[config.mk]
export PLATFORM = sky130hd
export DESIGN_NAME = exc_commit
export DESIGN_NICKNAME = d
export VERILOG_FILES = /design/src/rtl/exc_commit.sv
export SDC_FILE = /design/constraint.sdc
export NUM_CORES = 1
export LEC_CHECK = 0
export BUFFER_PORTS_ARGS = -buffer_cell sky130_fd_sc_hd__clkbuf_2
export CORE_MARGIN = 4
export CORE_UTILIZATION = 50
export DETAILED_ROUTE_END_ITERATION = 8
export HOLD_SLACK_MARGIN = 0.02
export PLACE_DENSITY_LB_ADDON = 0.15
export SLEW_MARGIN = 20
export SYNTH_ARGS = -nofsm -noshare
export SYNTH_HDL_FRONTEND = slang
export SYNTH_SLANG_ARGS = --single-unit
[constraint.sdc]
create_clock -name clk -period 3.7 [get_ports clk]
set_input_delay 0.74 -clock clk [delete_from_list [all_inputs] [get_ports clk]]
set_output_delay 0.74 -clock clk [all_outputs]
set_load 0.005 [all_outputs]
[src/rtl/exc_commit.sv]
// Exception/ERET commit unit: prioritises WB exception flags, interrupt and ERET, drains the bus, then commits.
// Optional build macro EXC_IV_EN: interrupts with Cause.IV=1 use the 0x200 vector offset.
module exc_commit #(
  parameter int FLUSH_CYCLES = 2
) (
  input  logic        clk,
  input  logic        resetn,
  input  logic        wb_valid,
  output logic        wb_ready,
  input  logic [31:0] wb_pc,
  input  logic        wb_bd,
  input  logic [11:0] wb_exc,
  input  logic        wb_refill,
  input  logic [31:0] wb_badvaddr,
  input  logic        wb_eret,
  input  logic        int_sig,
  input  logic        status_bev,
  input  logic        status_exl,
  input  logic        cause_iv,
  input  logic [31:0] epc,
  input  logic        mem_busy,
  output logic        commit_exc,
  output logic        commit_eret,
  output logic [4:0]  commit_code,
  output logic        commit_bd,
  output logic [31:0] commit_epc,
  output logic [31:0] commit_bvaddr,
  output logic        flush,
  output logic        redirect_valid,
  output logic [31:0] redirect_pc
);

  typedef enum logic [1:0] {IDLE, DRAIN, COMMIT, RECOVER} state_t;

  localparam logic [3:0] RECOVER_INIT = 4'(FLUSH_CYCLES - 1);

  // state_q is the FSM state visible to checkers
  state_t      state_q, state_d;
  logic [3:0]  cnt_q, cnt_d;
  logic        latch_en;

  logic [4:0]  code_q;
  logic        eret_q, bd_q;
  logic [31:0] epc_q, bvaddr_q, vec_q;

  logic        event_det;
  logic [4:0]  sel_code;
  logic        sel_eret, sel_fetch, sel_tlb, sel_int;
  logic [31:0] vec_base, vec_off;

  assign event_det = wb_valid && (int_sig || (|wb_exc) || wb_eret);

  // wb_exc bit order already matches exception priority, below the interrupt
  always_comb begin
    sel_code  = 5'd0;
    sel_eret  = 1'b0;
    sel_fetch = 1'b0;
    sel_tlb   = 1'b0;
    sel_int   = 1'b0;
    if (int_sig)         sel_int = 1'b1;
    else if (wb_exc[0])  begin sel_code = 5'd4;  sel_fetch = 1'b1; end
    else if (wb_exc[1])  begin sel_code = 5'd2;  sel_fetch = 1'b1; sel_tlb = 1'b1; end
    else if (wb_exc[2])  sel_code = 5'd10;
    else if (wb_exc[3])  sel_code = 5'd11;
    else if (wb_exc[4])  sel_code = 5'd8;
    else if (wb_exc[5])  sel_code = 5'd9;
    else if (wb_exc[6])  sel_code = 5'd12;
    else if (wb_exc[7])  sel_code = 5'd4;
    else if (wb_exc[8])  sel_code = 5'd5;
    else if (wb_exc[9])  begin sel_code = 5'd2; sel_tlb = 1'b1; end
    else if (wb_exc[10]) begin sel_code = 5'd3; sel_tlb = 1'b1; end
    else if (wb_exc[11]) sel_code = 5'd1;
    else                 sel_eret = wb_eret;
  end

  always_comb begin
    vec_base = status_bev ? 32'hBFC0_0200 : 32'h8000_0000;
    vec_off  = 32'h0000_0180;
    if (sel_tlb && wb_refill && !status_exl) vec_off = 32'h0000_0000;
`ifdef EXC_IV_EN
    if (sel_int && cause_iv) vec_off = 32'h0000_0200;
`endif
  end

`ifndef EXC_IV_EN
  logic unused_cause_iv;
  assign unused_cause_iv = cause_iv;
`endif

  always_comb begin
    state_d        = state_q;
    cnt_d          = cnt_q;
    latch_en       = 1'b0;
    wb_ready       = 1'b0;
    commit_exc     = 1'b0;
    commit_eret    = 1'b0;
    commit_code    = 5'd0;
    commit_bd      = 1'b0;
    commit_epc     = 32'd0;
    commit_bvaddr  = 32'd0;
    flush          = 1'b0;
    redirect_valid = 1'b0;
    redirect_pc    = 32'd0;
    if (resetn) begin
      unique case (state_q)
        IDLE: begin
          wb_ready = !event_det;
          if (event_det) begin
            latch_en = 1'b1;
            state_d  = mem_busy ? DRAIN : COMMIT;
          end
        end
        DRAIN: begin
          if (!mem_busy) state_d = COMMIT;
        end
        COMMIT: begin
          commit_exc     = 1'b1;
          commit_eret    = eret_q;
          commit_code    = code_q;
          commit_bd      = bd_q;
          commit_epc     = epc_q;
          commit_bvaddr  = bvaddr_q;
          flush          = 1'b1;
          redirect_valid = 1'b1;
          // ERET returns to the EPC as CP0 holds it in this very cycle
          redirect_pc    = eret_q ? epc : vec_q;
          cnt_d          = RECOVER_INIT;
          state_d        = RECOVER;
        end
        RECOVER: begin
          flush = 1'b1;
          if (cnt_q == 4'd0) state_d = IDLE;
          else               cnt_d   = cnt_q - 4'd1;
        end
        default: state_d = IDLE;
      endcase
    end
  end

  always_ff @(posedge clk) begin
    if (!resetn) begin
      state_q  <= IDLE;
      cnt_q    <= 4'd0;
      code_q   <= 5'd0;
      eret_q   <= 1'b0;
      bd_q     <= 1'b0;
      epc_q    <= 32'd0;
      bvaddr_q <= 32'd0;
      vec_q    <= 32'd0;
    end else begin
      state_q <= state_d;
      cnt_q   <= cnt_d;
      if (latch_en) begin
        code_q   <= sel_code;
        eret_q   <= sel_eret;
        bd_q     <= wb_bd;
        epc_q    <= wb_bd ? (wb_pc - 32'd4) : wb_pc;
        bvaddr_q <= sel_fetch ? wb_pc : wb_badvaddr;
        vec_q    <= vec_base + vec_off;
      end
    end
  end

endmodule

# Word-level counts from Yosys, hierarchy flattened

Cells that the tools add are included.

Register bits: 109
Bits of input ports: 119
Output and inout bits: 107
Logic and storage cells: 106

Add/sub/neg operators: 3
Equality and inequality tests: 7
Mux-type cells: 74
Reductions and logical operators: 14

Operators with widths:

| operator                                                               | count |
|---|---|
| 32-bit two-way mux                                                     | 9 |
| 1-bit two-way mux                                                      | 42 |
| 4-bit two-way mux                                                      | 9 |
| 32-bit adder                                                           | 1 |
| 32-bit by 3-bit subtractor with 32-bit output (second input constant)  | 1 |
| 30-bit two-way mux                                                     | 1 |
| 2-bit two-way mux                                                      | 6 |
| 12-bit OR reduction                                                    | 1 |
| 5-bit two-way mux                                                      | 2 |
| 9-bit two-way mux                                                      | 1 |
| 2-bit != test (second input constant)                                  | 4 |
| 2-bit case mux with 4 select lines                                     | 1 |
| 4-bit case mux with 2 select lines                                     | 1 |
| 3-bit two-way mux                                                      | 2 |
| 2-bit equality test (second input constant)                            | 2 |
| 4-bit zero test                                                        | 1 |
| 4-bit by 1-bit subtractor with 4-bit output (second input constant)    | 1 |
| 1-bit logical AND                                                      | 3 |
| 3-bit AND reduction                                                    | 1 |
| 2-bit by 1-bit equality test with 1-bit output (second input constant) | 1 |
| 1-bit zero test                                                        | 2 |
| 2-bit zero test                                                        | 1 |
| 1-bit logical OR                                                       | 2 |
| 2-bit AND reduction                                                    | 1 |
| other kinds (2)                                                        | 2 |

# Depth between registers and ports, before layout

Word-level depth: 16
Mapped depth: 8
Depth with buffers taken out: 6

# Worst setup path after synthesis

No wires, ideal clock.

Path kind: input-to-output
Start point: input port wb_exc[1]
End point: output port wb_ready
Arrival: 1,907 ps
Required time: 2,960 ps
Setup slack: 1,053 ps
Stages: 3
Path buffers: 0
Cell sequence: or4_4 > o41ai_1 > and3_1

Word-level cells in the longest chain between the ends: 7

RTL lines:

| item                           | RTL line | text |
|---|---|---|
| start, declared                | 12       | `input logic [11:0] wb_exc,` |
| 12-bit OR reduction            | 51       | `assign event_det = wb_valid && (int_sig \|\| (\|wb_exc) \|\| wb_eret);` |
| 1-bit logical OR (2 in series) | 51       |  |
| 1-bit logical AND              | 51       |  |
| 1-bit zero test                | 107      | `wb_ready = !event_det;` |
| 1-bit two-way mux              | 105      | `unique case (state_q)` |
| 1-bit two-way mux              | 104      | `if (resetn) begin` |
| end, declared                  | 9        | `output logic wb_ready,` |

No other way between the ends.

# Worst setup path in the final report

Ends and elaborated chain as after synthesis.

==> results.toml <==
[outcome]
status = "complete, no violations"

[sta]
min_period_ns = 3.09
hold_viol_final = 0
setup_tns_ns = 0
setup_viol = 0
fin_skew_ns = 0.0139
worst_slew_margin_rel_pct = 43.3
min_period_over_period_pct = 83.6
worst_slew_pin_slew_ns = 0.851
max_freq_mhz = 323
grt_setup_unrepaired = "no"
slew_violations = 0

[clock_network]
cts_tree = "built"
h-tree-depth = 3
post_cts_buffers = 0
clkTransAtPathRegs_ns = 0.08
cts.sinks = 79
cts_resized = 0
clock_latency_ns = 0.35
clockBufferDepth = 2
clockRootBuffer = "clkbuf_8"
numCtsBuffers = 9
hold_buffers = 0

[die]
row_count = 36
die-area_um2 = 11800
dieWidth_um = 109
fp.dieH_um = 109
ios = 226
core_um2 = 9820
initial_utilization_pct = 51.6

[drt]
drc = 0
vias = 5502
vias_per_cell = 5.87
drt_iter0_drc = 372
drt-wirelength-per-cell_um = 17.4
wl_um = 16300
antenna_left = 0
first_pass_iters = 5

[yosys]
synth.distinct_cells = 57
synth_top_family_by_area = "simple AND/OR/NAND/NOR gates"
synth.area.mux_share_pct = 9.90
synth_ff_type = "dfxtp_1"
syn_inst = 623
avgSynthCellArea_um2 = 8.13
synth_xor_area_share_pct = 2.94
synth_area_um2 = 5070
synth_nets = 750
synth-seq-cells = 79
synthAdderAreaFrac_pct = 1.98
yosys_warnings = 0
synthSimpleGateAreaFrac_pct = 28.3
synthArstFlopShare_pct = 0
synth_seq_area_share_pct = 31.2
synth-edff-count = 0
synth_compound_area_share_pct = 19.2

[placed_design]
dpl_cell_area_um2 = 6170
routabilityCongestion = 0.888
dpl.hpwl_um = 11700
port_buffers = 223
place_inst = 924

[grt]
met1_usage_pct = 33.1
grtUsageMet2_pct = 45.0
met3_usage_pct = 4.26
grtUsageTotal_pct = 26.4
grt_pass1_wl_um = 25200
antenna_found_initial = 0
grt_max_degree = 104
grt_pass1_vias = 5153
busiest_layer = "met2"
grt-ovfl-total = 0

[worst_hold_path]
hp-class = "reg2reg"

[setup_path]
worstPathRequired_ns = 2.96
path_max_fanout = 5
critPathMostFrequentCell = "clkbuf_2"
critPathSlowestCell = "or4_4"
startpoint_type = "primary input"
end_kind = "primary output"
critPathMaxStageDelay_ns = 0.59
rrSetupSlack_ns = 1.06
cp.arrival_ns = 2.35
crit_type = "in2out"
worstPathCellList = "clkbuf_2 -> or4_4 -> o41ai_1 -> and3_1 -> clkbuf_2"

[finish]
final_common_cell = "clkbuf_2"
syn_to_final_growth_pct = 26.2
final_util_pct = 65.1
fillCellCount = 920
multi_input_area_um2 = 3190
nets = 929
final_area_um2 = 6390
drive_gt1_share_pct = 33.1
antennaDiodeCount = 0
seqCellArea_um2 = 1580
layoutNonFillerInstCount = 937
final_cell_mix = "clkbuf_2 (222), dfxtp_1 (79), and3_1 (72)"

[pwr]
powerDensity_nw_per_um2 = 390
power.total_mw = 2.49
power.leakage_nw = 3.10
vdd_drop_max_v = 0.000321

[flow_run]
cap_violations = 0
through the flow:
stage | setup WS (ns) | hold slack (ns)
3_3_place_gp | 0.597 | 0.434
6_report | 0.606 | 0.452
2_1_floorplan | 1.05 | 0.424
3_5_place_dp | 0.629 | 0.440
4_1_cts | 0.619 | 0.451
5_1_grt | 0.517 | 0.471
registers in the layout, summed over array words and instances (netlist names):
signal	flops
bd_q	1
bvaddr_q	32
epc_q	32
code_q	4
state_q	2
vec_q	3
eret_q	1
cnt_q	4
critical path: cells and delay by family:
kind | cells | cell delay (ns)
AOI/OAI and AO/OA | 1 | 0.55
buffers and inverters | 2 | 0.26
and+or+nand+nor | 2 | 0.81
layer usage:
layer  vias to the layer above  part of all wire (%)
li1                       2659                     -
met1                      2575                    41
met4                         0                   2.7
met5                         -                     0
met2                       229                    50
met3                        39                   6.9
cell type report:
type	count	share of cell area, %
well taps	133	2.60
repair buffers	233	18.6
clock buffers	9	1.94
flip-flops and latches	79	24.7
inverters	12	0.705
multi-input cells	467	49.8
clock inverters	4	1.53
path summary, 6_finish.rpt:
check	start	depth (start not counted)	to
max	wb_exc[1]	5	wb_ready
min	code_q[1]	2	code_q[1]
max reg2reg	state_q[0]	6	epc_q[21]
min reg2reg	code_q[1]	2	code_q[1]
report_power, final:
part,internal (mW),switching [mW],total (mW)
sequential,0.982,0.0692,1.05
combinational,0.288,0.404,0.693
clock,0.437,0.310,0.747
total,1.71,0.784,2.49
cell usage after synthesis (all sizes together) (9+ instances only):
cell type | instances | share of area [%]
dfxtp | 79 | 31
and3 | 73 | 9.0
a21oi | 52 | 5.1
clkbuf | 49 | 3.6
mux2i | 49 | 9.7
nand2 | 49 | 3.6
a211oi | 34 | 5.0
and2 | 22 | 2.7
nor2 | 22 | 1.6
buf | 16 | 2.0
nand3 | 15 | 1.5
xor2 | 13 | 2.2
inv | 12 | 0.89
or4 | 12 | 2.0
nor4 | 11 | 1.8
a22oi | 10 | 1.5
o21ai | 10 | 0.99
a31oi | 9 | 1.1
cells by family after synthesis:
| logic type | after synthesis |
|---|---|
| multiplexers | 50 |
| other | 1 |
| AO/OA/AOI/OAI | 146 |
| flip-flops | 79 |
| XOR/XNOR | 17 |
| adder cells (fa/ha/maj) | 8 |
| AND/OR/NAND/NOR | 245 |
| buffers and inverters | 77 |
Power figures use the tool's default switching activity.
